## src/rtl/bcd_seg_driver_pkg.sv

```systemverilog
// rtl/bcd_seg_driver_pkg.sv - shared state encodings, segment patterns and BCD helper
package bcd_seg_driver_pkg;

    typedef enum logic [1:0] {
        ST_IDLE    = 2'd0,
        ST_CONVERT = 2'd1,
        ST_LATCH   = 2'd2
    } state_e;

    localparam int VALUE_W    = 17;
    localparam int BCD_W      = 20;
    localparam int NUM_DIGITS = 5;

    localparam logic [VALUE_W-1:0] VALUE_MAX  = 17'd99999;
    localparam logic [4:0]         LAST_SHIFT = 5'd16;

    // Active-low {g,f,e,d,c,b,a}
    localparam logic [6:0] SEG_BLANK = 7'b1111111;
    localparam logic [6:0] SEG_DASH  = 7'b0111111;
    localparam logic [6:0] SEG_0     = 7'b1000000;
    localparam logic [6:0] SEG_1     = 7'b1111001;
    localparam logic [6:0] SEG_2     = 7'b0100100;
    localparam logic [6:0] SEG_3     = 7'b0110000;
    localparam logic [6:0] SEG_4     = 7'b0011001;
    localparam logic [6:0] SEG_5     = 7'b0010010;
    localparam logic [6:0] SEG_6     = 7'b0000010;
    localparam logic [6:0] SEG_7     = 7'b1111000;
    localparam logic [6:0] SEG_8     = 7'b0000000;
    localparam logic [6:0] SEG_9     = 7'b0010000;

    // Double-dabble correction: any nibble >= 5 gets +3 before the shift
    function automatic logic [BCD_W-1:0] add3_nibbles(input logic [BCD_W-1:0] bcd);
        logic [BCD_W-1:0] res;
        res = bcd;
        for (int i = 0; i < NUM_DIGITS; i++) begin
            if (bcd[i*4 +: 4] >= 4'd5) begin
                res[i*4 +: 4] = bcd[i*4 +: 4] + 4'd3;
            end
        end
        return res;
    endfunction

endpackage

```

## src/rtl/bcd_seg_driver_seg7_encode.sv

```systemverilog
// rtl/bcd_seg_driver_seg7_encode.sv - one BCD digit plus blank flag to active-low segments
module seg7_encode
    import bcd_seg_driver_pkg::*;
(
    input  logic [3:0] digit,
    input  logic       blank,
    output logic [6:0] seg
);

    always_comb begin
        seg = SEG_BLANK;
        if (!blank) begin
            case (digit)
                4'd0:    seg = SEG_0;
                4'd1:    seg = SEG_1;
                4'd2:    seg = SEG_2;
                4'd3:    seg = SEG_3;
                4'd4:    seg = SEG_4;
                4'd5:    seg = SEG_5;
                4'd6:    seg = SEG_6;
                4'd7:    seg = SEG_7;
                4'd8:    seg = SEG_8;
                4'd9:    seg = SEG_9;
                default: seg = SEG_DASH;
            endcase
        end
    end

endmodule

```

## src/rtl/bcd_seg_driver.sv

```systemverilog
// rtl/bcd_seg_driver.sv - 17-bit binary to five-digit seven-segment driver via double dabble
module bcd_seg_driver
    import bcd_seg_driver_pkg::*;
#(
    parameter bit BLANK_LEADING = 1'b1
) (
    input  logic                clk,
    input  logic                rst_n,
    input  logic                start,
    input  logic [VALUE_W-1:0]  value,
    output logic                busy,
    output logic                done,
    output logic                overflow,
    output logic [6:0]          seg_first,
    output logic [6:0]          seg_second,
    output logic [6:0]          seg_third,
    output logic [6:0]          seg_fourth,
    output logic [6:0]          seg_fifth
);

    state_e                         state_q, state_d;
    logic [VALUE_W-1:0]             bin_q, bin_d;
    logic [BCD_W-1:0]               bcd_q, bcd_d;
    logic [BCD_W-1:0]               bcd_adj;
    logic [4:0]                     cnt_q, cnt_d;
    logic                           ovf_pend_q, ovf_pend_d;
    logic                           done_q, done_d;
    logic                           overflow_q, overflow_d;
    logic [NUM_DIGITS-1:0][6:0]     seg_q, seg_d, seg_enc;
    logic [NUM_DIGITS-1:0]          blank;
    logic                           lead;

    assign bcd_adj = add3_nibbles(bcd_q);

    // A digit blanks only while every more significant digit is also a leading zero
    always_comb begin
        blank = '0;
        lead  = BLANK_LEADING;
        for (int i = NUM_DIGITS - 1; i >= 1; i--) begin
            lead     = lead && (bcd_q[i*4 +: 4] == 4'd0);
            blank[i] = lead;
        end
    end

    for (genvar g = 0; g < NUM_DIGITS; g++) begin : g_enc
        seg7_encode u_enc (
            .digit (bcd_q[g*4 +: 4]),
            .blank (blank[g]),
            .seg   (seg_enc[g])
        );
    end

    always_comb begin
        state_d    = state_q;
        bin_d      = bin_q;
        bcd_d      = bcd_q;
        cnt_d      = cnt_q;
        ovf_pend_d = ovf_pend_q;
        done_d     = 1'b0;
        overflow_d = overflow_q;
        seg_d      = seg_q;
        case (state_q)
            ST_IDLE: begin
                if (start) begin
                    bin_d      = value;
                    bcd_d      = '0;
                    cnt_d      = '0;
                    ovf_pend_d = (value > VALUE_MAX);
                    state_d    = ST_CONVERT;
                end
            end
            ST_CONVERT: begin
                {bcd_d, bin_d} = {bcd_adj, bin_q} << 1;
                cnt_d          = cnt_q + 5'd1;
                if (cnt_q == LAST_SHIFT) begin
                    state_d = ST_LATCH;
                end
            end
            ST_LATCH: begin
                done_d     = 1'b1;
                overflow_d = ovf_pend_q;
                seg_d      = ovf_pend_q ? {NUM_DIGITS{SEG_DASH}} : seg_enc;
                state_d    = ST_IDLE;
            end
            default: state_d = ST_IDLE;
        endcase
    end

    always_ff @(posedge clk or negedge rst_n) begin
        if (!rst_n) begin
            state_q    <= ST_IDLE;
            bin_q      <= '0;
            bcd_q      <= '0;
            cnt_q      <= '0;
            ovf_pend_q <= 1'b0;
            done_q     <= 1'b0;
            overflow_q <= 1'b0;
            seg_q      <= {NUM_DIGITS{SEG_BLANK}};
        end else begin
            state_q    <= state_d;
            bin_q      <= bin_d;
            bcd_q      <= bcd_d;
            cnt_q      <= cnt_d;
            ovf_pend_q <= ovf_pend_d;
            done_q     <= done_d;
            overflow_q <= overflow_d;
            seg_q      <= seg_d;
        end
    end

    assign busy       = (state_q != ST_IDLE);
    assign done       = done_q;
    assign overflow   = overflow_q;
    assign seg_first  = seg_q[0];
    assign seg_second = seg_q[1];
    assign seg_third  = seg_q[2];
    assign seg_fourth = seg_q[3];
    assign seg_fifth  = seg_q[4];

endmodule

```

## config.mk

```make
export PLATFORM = sky130hd
export DESIGN_NAME = bcd_seg_driver
export DESIGN_NICKNAME = d
export VERILOG_FILES = /design/src/rtl/bcd_seg_driver_pkg.sv /design/src/rtl/bcd_seg_driver_seg7_encode.sv /design/src/rtl/bcd_seg_driver.sv
export SDC_FILE = /design/constraint.sdc
export NUM_CORES = 1
export LEC_CHECK = 0
export CAP_MARGIN = 20
export CORE_MARGIN = 4
export CORE_UTILIZATION = 40
export DETAILED_ROUTE_END_ITERATION = 6
export HOLD_SLACK_MARGIN = 0.06
export PLACE_DENSITY = 0.61
export SLEW_MARGIN = 20
export SYNTH_ARGS = -nofsm -noshare
export SYNTH_HDL_FRONTEND = slang
export SYNTH_SLANG_ARGS = --single-unit
```

## constraint.sdc

```tcl
create_clock -name clk -period 2.2 [get_ports clk]
set_clock_uncertainty 0.05 [all_clocks]
set_input_delay 0.44 -clock clk [delete_from_list [all_inputs] [get_ports clk]]
set_output_delay 0.44 -clock clk [all_outputs]
set_load 0.01 [all_outputs]
```

==> out/qor.txt, run 1 <==
Largest delay share family, worst path -> buffers and inverters
#FFs+latches synth -> 82
Cell taking the most area after synthesis -> dfrtp_1
CTS tree -> yes
Lkg Pwr -> 0.00226 uW
Top-count cell post-synth -> nor2_1
Worst skew pair latency -> 0.35 ns
Final count of hold timing violations -> 0
Initial Utilization -> 41.0%
Highest Signal Layer -> met4
Number of H-tree levels -> 3
Die Y -> 113 um
Vias in the first global route -> 3536
Relative slew slack -> 65.9%
GRT Total Usage -> 16.6%
Final nets -> 582
Fin crit share -> 93.6%
Routed met2 length -> 4570 um
Syn Inst Count -> 474
Mean post-synth cell area -> 9.38 um2
R2R Path Start -> bcd_q[13]
Setup WS pre-CTS -> 0.202 ns
Hold Path Class -> reg2reg
Clock sinks -> 82
Final setup violation count -> 0
Synth Net Count -> 521
Layout cell share with drive strength beyond 1 -> 14.3%
Slew Viols, Final -> 0
Setup_tns -> 0 ns
Placed cell areas -> 5190 um2
Hold_sp -> seg_fifth[6]
CP bufs+invs -> 1
Worst setup path start -> state_q[1]
Global route total overflow -> 0
Vias per std cell -> 5.25
Required @ worst endpoint -> 1.71 ns
Min cycle time layout -> 2.06 ns
CTS resizes -> 0
Async SR Flop Fraction -> 100%
Peak VDD IR -> 0.662 mV
Cell type of the slowest stage on the worst timing path -> clkdlybuf4s50_1
Met3 WL -> 442 um
Max-capacitance violation count -> 0
Register area share after synthesis -> 47.1%
PortBufs -> 57
RSZ-0062 raised after global routing -> no
Status -> finished, final reports clean
DR DRC count -> 0
Num rows -> 38
CP Cell Sequence -> or2_2 -> clkdlybuf4s50_1
Largest net degree at the start of global routing -> 37
TritonCTS buffer count -> 9
Drt pass-1 iters -> 4
Vias post-DR -> 3572
Clock Tree Root -> clkbuf_8
Area grow syn2layout -> 20.9%
Die area -> 12900 um2
Drt wl/cell -> 15.1 um
DRT Wirelength -> 10300 um
Dominant synthesized flop cell -> dfrtp_1
Initial antenna violation count -> 0
CP Class -> reg2out
Die X -> 113 um
Power Total -> 8550 uW
Clock Tree Buf Depth -> 2
Clock slew at the register clock pins of the worst setup and hold paths -> 0.08 ns
First-pass GRT wire length -> 17600 um
CP peak stage delay -> 0.48 ns
Synth area leaders -> dfrtp_1, dfstp_2, ha_1, nor2_1, o21ai_0
Met1 wire length -> 5150 um
Max FO, Critical Path -> 7
Placed insts -> 663
Synth cell count leaders -> nor2_1, dfrtp_1, o21ai_0
FMAX -> 0.486 GHz
Finished Cell Area -> 5380 um2
Ys Warns -> 0
Num ports -> 58
N_diodes -> 0
Yosys cell types -> 52
Post-synth EDFFs -> 0
Antenna viol nets, final -> 0
Post-Layout Cell Count -> 680
Startpoint types -> register
RD Place Congestion -> 0.846
Postcts setup bufs -> 0
Setup ws final -> 0.141 ns
CP Capture Type -> output port
Core area -> 10800 um2
Power per cell area -> 1590 nW/um2
DR iter-0 viols -> 175
Synth Cell Area -> 4450 um2
Dpl hpwl -> 7240 um
Synth top area share -> 26.4%
Worst Tran Pin Value -> 0.510 ns
Worst EP arrival -> 1.57 ns
==> power by group <==
group	switching, uW	total (uW)	internal [uW]
Combinational	2220	4350	2130
Clock	521	995	473
Sequential	726	3200	2480
==> per-stage QoR <==
step | hold WS (ns) | utilization (%)
2_1_floorplan | 0.0944 | -
3_3_place_gp | 0.395 | 47.9
3_5_place_dp | 0.395 | 47.9
4_1_cts | 0.427 | 49.6
5_1_grt | 0.447 | 49.6
6_report | 0.421 | 49.6
==> area by class of cell <==
cell class	instances	area [um2]
Fill cell	1046	5460
Inverter	23	88.8
Clock buffer	14	163
Sequential cell	82	2100
Tap cell	140	175
Clock inverter	2	11.3
Timing Repair Buffer	77	721
Multi-Input combinational cell	342	2120
==> logic make-up (layout without fill, tap and decap cells) <==
family	Yosys count	count (layout)	share of synthesized area [%]
mux	8	8	1.83
flops	82	82	47.1
buf+inv	50	116	5.12
fa+ha+maj	27	27	7.59
compound gates	145	145	20.3
xor+xnor	5	5	0.984
simple gates	157	157	17.0
==> cells in the final DEF, fill, tap and decap left out, types with 12 or more instances in the layout <==
| master | netlist | layout |
|---|---|---|
| nor2_1 | 69 | 69 |
| inv_1 | 22 | 22 |
| nand2_1 | 34 | 34 |
| buf_4 | 2 | 20 |
| clkdlybuf4s50_1 | 0 | 56 |
| a21oi_1 | 31 | 31 |
| dfrtp_1 | 47 | 47 |
| nand3_1 | 12 | 12 |
| o21ai_0 | 39 | 39 |
| nand2b_1 | 12 | 12 |
| o22ai_1 | 26 | 26 |
| dfstp_2 | 35 | 35 |
| ha_1 | 27 | 27 |
==> repair_timing <==
action / CTS / global route
hold endpoints to repair: 26 / 0
setup endpoints to repair: 0 / 0
hold buffers: 1 / 0
==> worst paths after layout <==
path / end / slack, ns / depth (start not counted)
max in group asynchronous: seg_first[6] / 0.87 / 3
setup reg to reg: seg_second[4] / 0.19 / 6
min in group asynchronous: bin_q[11] / 0.56 / 2
setup / recovery: busy / 0.14 / 2
hold reg to reg: seg_fifth[6] / 0.42 / 2
hold / removal: seg_fifth[6] / 0.42 / 2
==> layer usage <==
layer  up-vias  GRT usage, %
met1      1705          23.7
li1       1796             -
met4         0          3.37
met2        62          26.0
met3         9          4.03
met5         -             0
==> worst reg2reg max path: cells and delay by family (launching register included) <==
kind | cells | cell delay [ns]
compound gates | 2 | 0.49
fa+ha+maj | 1 | 0.33
buf+inv | 1 | 0.16
flops | 1 | 0.44
simple gates | 2 | 0.47
==> flip-flops by register name, summed over array words and instances (netlist names) <==
signal      cells
ovf_pend_q      1
seg_fifth       7
bin_q          17
state_q         2
seg_second      7
done            1
bcd_q          20
seg_fourth      7
seg_third       7
seg_first       7
cnt_q           5
overflow        1
Power figures use the tool's default switching activity.
==> run 2, diff against run 1 <==
--- a/config.mk
+++ b/config.mk
@@ -6,7 +6,8 @@
 export NUM_CORES = 1
 export LEC_CHECK = 0
 export CAP_MARGIN = 20
-export CORE_MARGIN = 4
+export CORE_ASPECT_RATIO = 0.7
+export CORE_MARGIN = 1.5
 export CORE_UTILIZATION = 40
 export DETAILED_ROUTE_END_ITERATION = 6
 export HOLD_SLACK_MARGIN = 0.06
==> out/qor.txt, run 2 (same netlist as run 1, synthesis figures left out) <==
CP Capture Type -> output port
Vias per std cell -> 5.27 (+0.24%)
CP peak stage delay -> 0.48 ns (about the same)
Final setup violation count -> 0 (unchanged)
Final nets -> 580 (-0.34%)
DR iter-0 viols -> 308 (+76%)
R2R setup slack -> 0.31 ns (+0.12 ns)
Comb pwr share -> 48.1% (-2.8 points)
Clock Tree Buf Depth -> 2 (unchanged)
Int Power -> 5490 uW (+8.1%)
Area grow syn2layout -> 23.9%
Worst Tran Pin Value -> 0.553 ns (+0.0430 ns)
Initial Utilization -> 42.0% (+0.97 points)
Power Total -> 9100 uW (+6.4%)
Worst skew pair latency -> 0.34 ns (about the same)
Hold Path Class -> in2async
Global route total overflow -> 0 (unchanged)
FMAX -> 0.483 GHz (-0.63%)
Number of H-tree levels -> 3 (unchanged)
Min cycle time layout -> 2.07 ns (+0.0130 ns)
Max FO, Critical Path -> 7 (unchanged)
Relative slew slack -> 62.9% (-3.0 points)
Initial antenna violation count -> 0 (unchanged)
Peak VDD IR -> 0.612 mV (-7.5%)
DR DRC count -> 0 (unchanged)
Setup_tns -> 0 ns (unchanged)
CP Class -> reg2out
Status -> finished, final reports clean
Psw -> 3610 uW (+4.0%)
Met3 WL -> 518 um (+17%)
Num rows -> 31 (-18%)
Worst EP arrival -> 1.58 ns (about the same)
Cell type of the slowest stage on the worst timing path -> clkdlybuf4s50_1
Die Y -> 91.2 um (-20%)
Sequential Power Share -> 35.8% (-1.7 points)
Largest net degree at the start of global routing -> 48 (+30%)
Dpl hpwl -> 7370 um (+1.7%)
Final count of hold timing violations -> 0 (unchanged)
Clock sinks -> 82 (unchanged)
Vias post-DR -> 3612 (+1.1%)
Power per cell area -> 1650 nW/um2 (+3.9%)
CP Cell Sequence -> or2_2 -> clkdlybuf4s50_1
RD Place Congestion -> 0.836 (-1.2%)
Required @ worst endpoint -> 1.71 ns (about the same)
Fin crit share -> 94.2% (+0.59 points)
N_diodes -> 0 (unchanged)
Layout cell share with drive strength beyond 1 -> 14.3% (+0.053 points)
CTS resizes -> 0 (unchanged)
Postcts setup bufs -> 0 (unchanged)
Fillers -> 967 (-7.6%)
Die X -> 129 um (+14%)
Routed met2 length -> 4530 um (-0.96%)
Antenna viol nets, final -> 0 (unchanged)
DRT Wirelength -> 10400 um (+1.5%)
Most frequent cells in the layout -> nor2_1, clkdlybuf4s50_1, dfrtp_1
Core area -> 10600 um2 (-2.3%)
Net Sw Frac -> 39.6% (-0.95 points)
RSZ-0062 raised after global routing -> no
Clock power frac -> 16.1% (+4.5 points)
Commonest non-fill, non-tap cell in the layout -> nor2_1
First-pass GRT wire length -> 17200 um (-2.0%)
Max-capacitance violation count -> 0 (unchanged)
TritonCTS buffer count -> 9 (unchanged)
Die area -> 11800 um2 (-8.5%)
Largest regs -> bcd_q (20), bin_q (17)
Num ports -> 58 (unchanged)
PortBufs -> 57 (unchanged)
Drt wl/cell -> 15.2 um (+0.58%)
Met1 wire length -> 5320 um (+3.3%)
Lkg Pwr -> 0.00231 uW (+2.4%)
Clock Tree Root -> clkbuf_16
Max FFs per register -> 20 (unchanged)
Drt pass-1 iters -> 4 (unchanged)
Highest Signal Layer -> met4
Clock slew at the register clock pins of the worst setup and hold paths -> 0.06 ns (-0.02 ns)
Top reg by flops -> bcd_q
CTS tree -> yes
GRT Total Usage -> 18.8% (+2.2 points)
Startpoint types -> register
Vias in the first global route -> 3475 (-1.7%)
Slew Viols, Final -> 0 (unchanged)
Cts hold-fix bufs -> 0 (-1)
## run 2: cell count changes in the layout (fill, tap and decap cells not counted), moves of 2 or more
cell | previous run | this run
clkbuf_16 | 0 | 9
buf_4 | 20 | 17
clkinv_2 | 1 | 3
buf_12 | 0 | 2
clkbuf_1 | 3 | 1
clkbuf_8 | 11 | 0
## run 2: routing by layer
layer | global-route usage (%) | up-vias
met5 | 0 | -
met3 | 4.60 | 2
met4 | 5.81 | 0
met2 | 27.0 | 87
met1 | 27.7 | 1718
li1 | - | 1805
## run 2: worst paths after layout
path	endpoint	from	depth (start not counted)
setup / recovery	busy	state_q[1]	2
hold / removal	seg_third[0]	rst_n	1
max in group asynchronous	seg_first[3]	rst_n	2
hold reg to reg	seg_fifth[6]	seg_fifth[6]	2
setup reg to reg	seg_second[0]	bcd_q[13]	6
min in group clk	seg_fifth[6]	seg_fifth[6]	2
## run 2: layout make-up
class,instances,area [um2],area share (%)
multi-input combinational,342,2120,38.6
sequential,82,2100,38.0
timing repair buffer,75,728,13.2
clock buffer,10,229,4.16
tap,148,185,3.36
inverter,23,88.8,1.61
clock inverter,6,57.6,1.04
## run 2: power by group through the flow
| stage | clock [uW] | combinational, uW | sequential [uW] |
|---|---|---|---|
| floorplan | 0 | 2930 | 3120 |
| global placement | 0 | 4270 | 3250 |
| detailed placement | 0 | 4360 | 3280 |
| CTS | 1510 | 4390 | 3260 |
| global route | 1570 | 4890 | 3400 |
| finish | 1460 | 4380 | 3260 |
## run 2: stage by stage
stage / instances / hold WS (ns) / instance area [um2] / worst slack [ns] / utilization, %
floorplan: 474 / 0.0944 / 4450 / 0.453 / -
global placement: 670 / 0.427 / 5220 / 0.300 / 49.3
detailed placement: 670 / 0.425 / 5220 / 0.280 / 49.3
CTS: 686 / 0.151 / 5510 / 0.119 / 52.0
global route: 686 / 0.163 / 5510 / 0.0675 / 52.0
finish: 686 / 0.148 / 5510 / 0.128 / 52.0
## run 2: critical path, delay by kind of cell (launching register included)
family / cells / cell delay [ns]
buffers and inverters: 1 / 0.48
DFF: 1 / 0.45
and+or+nand+nor: 1 / 0.32
==> run 3, diff against run 2 <==
--- a/config.mk
+++ b/config.mk
@@ -11,7 +11,7 @@
 export CORE_UTILIZATION = 40
 export DETAILED_ROUTE_END_ITERATION = 6
 export HOLD_SLACK_MARGIN = 0.06
-export PLACE_DENSITY = 0.61
+export PLACE_DENSITY_LB_ADDON = 0.08
 export SLEW_MARGIN = 20
 export SYNTH_ARGS = -nofsm -noshare
 export SYNTH_HDL_FRONTEND = slang
==> out/qor.txt, run 3 (same netlist as run 1, synthesis figures left out) <==
Status -> finished, final reports clean
Worst skew pair latency -> 0.35 ns (about the same)
Number of H-tree levels -> 3 (unchanged)
Net Sw Frac -> 39.2% (-0.42 points)
Postcts setup bufs -> 0 (unchanged)
Max-capacitance violation count -> 0 (unchanged)
Top reg by flops -> bcd_q
CTS resizes -> 0 (unchanged)
Num rows -> 31 (unchanged)
FMAX -> 0.479 GHz (-0.77%)
First-pass GRT wire length -> 17700 um (+2.7%)
RD Place Congestion -> 0.836 (unchanged)
Setup_tns -> 0 ns (unchanged)
DR iter-0 viols -> 198 (-36%)
Num ports -> 58 (unchanged)
Setup ws final -> 0.112 ns (-0.0161 ns)
Final nets -> 580 (unchanged)
Max FO, Critical Path -> 7 (unchanged)
Clock sinks -> 82 (unchanged)
Relative slew slack -> 61.4% (-1.6 points)
Finished Cell Area -> 5550 um2 (+0.77%)
Most frequent cells in the layout -> nor2_1, clkdlybuf4s50_1, dfrtp_1
Clock slew at the register clock pins of the worst setup and hold paths -> 0.07 ns (about the same)
Worst EP arrival -> 1.60 ns (+0.02 ns)
Final count of hold timing violations -> 0 (unchanged)
Startpoint types -> register
Worst Tran Pin Value -> 0.580 ns (+0.0263 ns)
RSZ-0062 raised after global routing -> no
Area grow syn2layout -> 24.8%
Hold Path Class -> in2async
Psw -> 3630 uW (+0.76%)
Clock Tree Buf Depth -> 2 (unchanged)
Placed cell areas -> 5220 um2 (unchanged)
DRT Wirelength -> 10800 um (+3.3%)
Setup WS pre-CTS -> 0.217 ns (-0.0630 ns)
Die Y -> 91.2 um (unchanged)
Lkg Pwr -> 0.00232 uW (+0.63%)
Placed insts -> 670 (unchanged)
Post-Layout Cell Count -> 686 (unchanged)
Layout cell share with drive strength beyond 1 -> 14.7% (+0.37 points)
Clock power frac -> 18.0% (+1.9 points)
Cts hold-fix bufs -> 0 (unchanged)
Slew Viols, Final -> 0 (unchanged)
Commonest non-fill, non-tap cell in the layout -> nor2_1
Initial antenna violation count -> 0 (unchanged)
Largest regs -> bcd_q (20), bin_q (17)
Int Power -> 5630 uW (+2.5%)
TritonCTS buffer count -> 9 (unchanged)
Sequential Power Share -> 34.7% (-1.1 points)
Vias post-DR -> 3688 (+2.1%)
Max FFs per register -> 20 (unchanged)
Fin crit share -> 94.9% (+0.73 points)
CTS tree -> yes
Dpl hpwl -> 7610 um (+3.3%)
Antenna viol nets, final -> 0 (unchanged)
Global route total overflow -> 0 (unchanged)
Largest net degree at the start of global routing -> 42 (-13%)
Final setup violation count -> 0 (unchanged)
Required @ worst endpoint -> 1.71 ns (about the same)
Vias in the first global route -> 3544 (+2.0%)
Peak VDD IR -> 0.574 mV (-6.3%)
Comb pwr share -> 47.3% (-0.8 points)
Core area -> 10600 um2 (unchanged)
DR DRC count -> 0 (unchanged)
Min cycle time layout -> 2.09 ns (+0.0161 ns)
CP Capture Type -> output port
CP Class -> reg2out
Power per cell area -> 1670 nW/um2 (+1.1%)
Initial Utilization -> 42.0% (unchanged)
PortBufs -> 57 (unchanged)
Drt wl/cell -> 15.7 um (+3.3%)
Clock Tree Root -> clkbuf_16
GRT Total Usage -> 19.3% (+0.54 points)
R2R setup slack -> 0.25 ns (-0.06 ns)
N_diodes -> 0 (unchanged)
Die X -> 129 um (unchanged)
Die area -> 11800 um2 (unchanged)
Vias per std cell -> 5.38 (+2.1%)
Drt pass-1 iters -> 4 (unchanged)
## run 3: cell type report
type / count / area (um2)
Clock buffer: 10 / 239
Clock inverter: 6 / 90.1
Fill cell: 959 / 5040
Inverter: 23 / 88.8
Multi-Input combinational cell: 342 / 2120
Sequential cell: 82 / 2100
Tap cell: 148 / 185
Timing Repair Buffer: 75 / 728
## run 3: path summary, 6_finish.rpt
kind	startpoint	end	cells after the start
max	state_q[1]	busy	2
min	rst_n	done	1
max reg2reg	bcd_q[13]	seg_third[1]	7
min reg2reg	seg_second[6]	seg_second[6]	2
max in group asynchronous	rst_n	seg_fourth[5]	2
min in group clk	seg_second[6]	seg_second[6]	2
## run 3: worst max-delay path, stage by stage, from the launching register on
cell and delay, ns:
dfrtp_1 0.45, or2_2 0.32, clkdlybuf4s50_1 0.48
## run 3: metrics by stage
stage          power, uW  hold WS [ns]  util [%]
2_1_floorplan       6050        0.0944         -
3_3_place_gp        7520         0.414      49.3
3_5_place_dp        7620         0.430      49.3
4_1_cts             9320        0.0622      52.4
5_1_grt            10000        0.0860      52.4
6_report            9260        0.0459      52.4
## run 3: per-layer routing
layer / up-vias / track usage (%) / routed length, um
li1: 1799 / - / -
met1: 1791 / 27.4 / 5390
met2: 85 / 29.1 / 4750
met3: 13 / 4.60 / 463
met4: 0 / 6.18 / 145
met5: - / 0 / 0
## run 3: power groups by stage
stage | Sequential, uW | Combinational (uW) | Clock, uW
final | 3220 | 4380 | 1670
after global routing | 3340 | 4900 | 1770
after CTS | 3220 | 4400 | 1700
after detailed placement | 3250 | 4370 | 0
after global placement | 3220 | 4300 | 0
after floorplan | 3120 | 2930 | 0
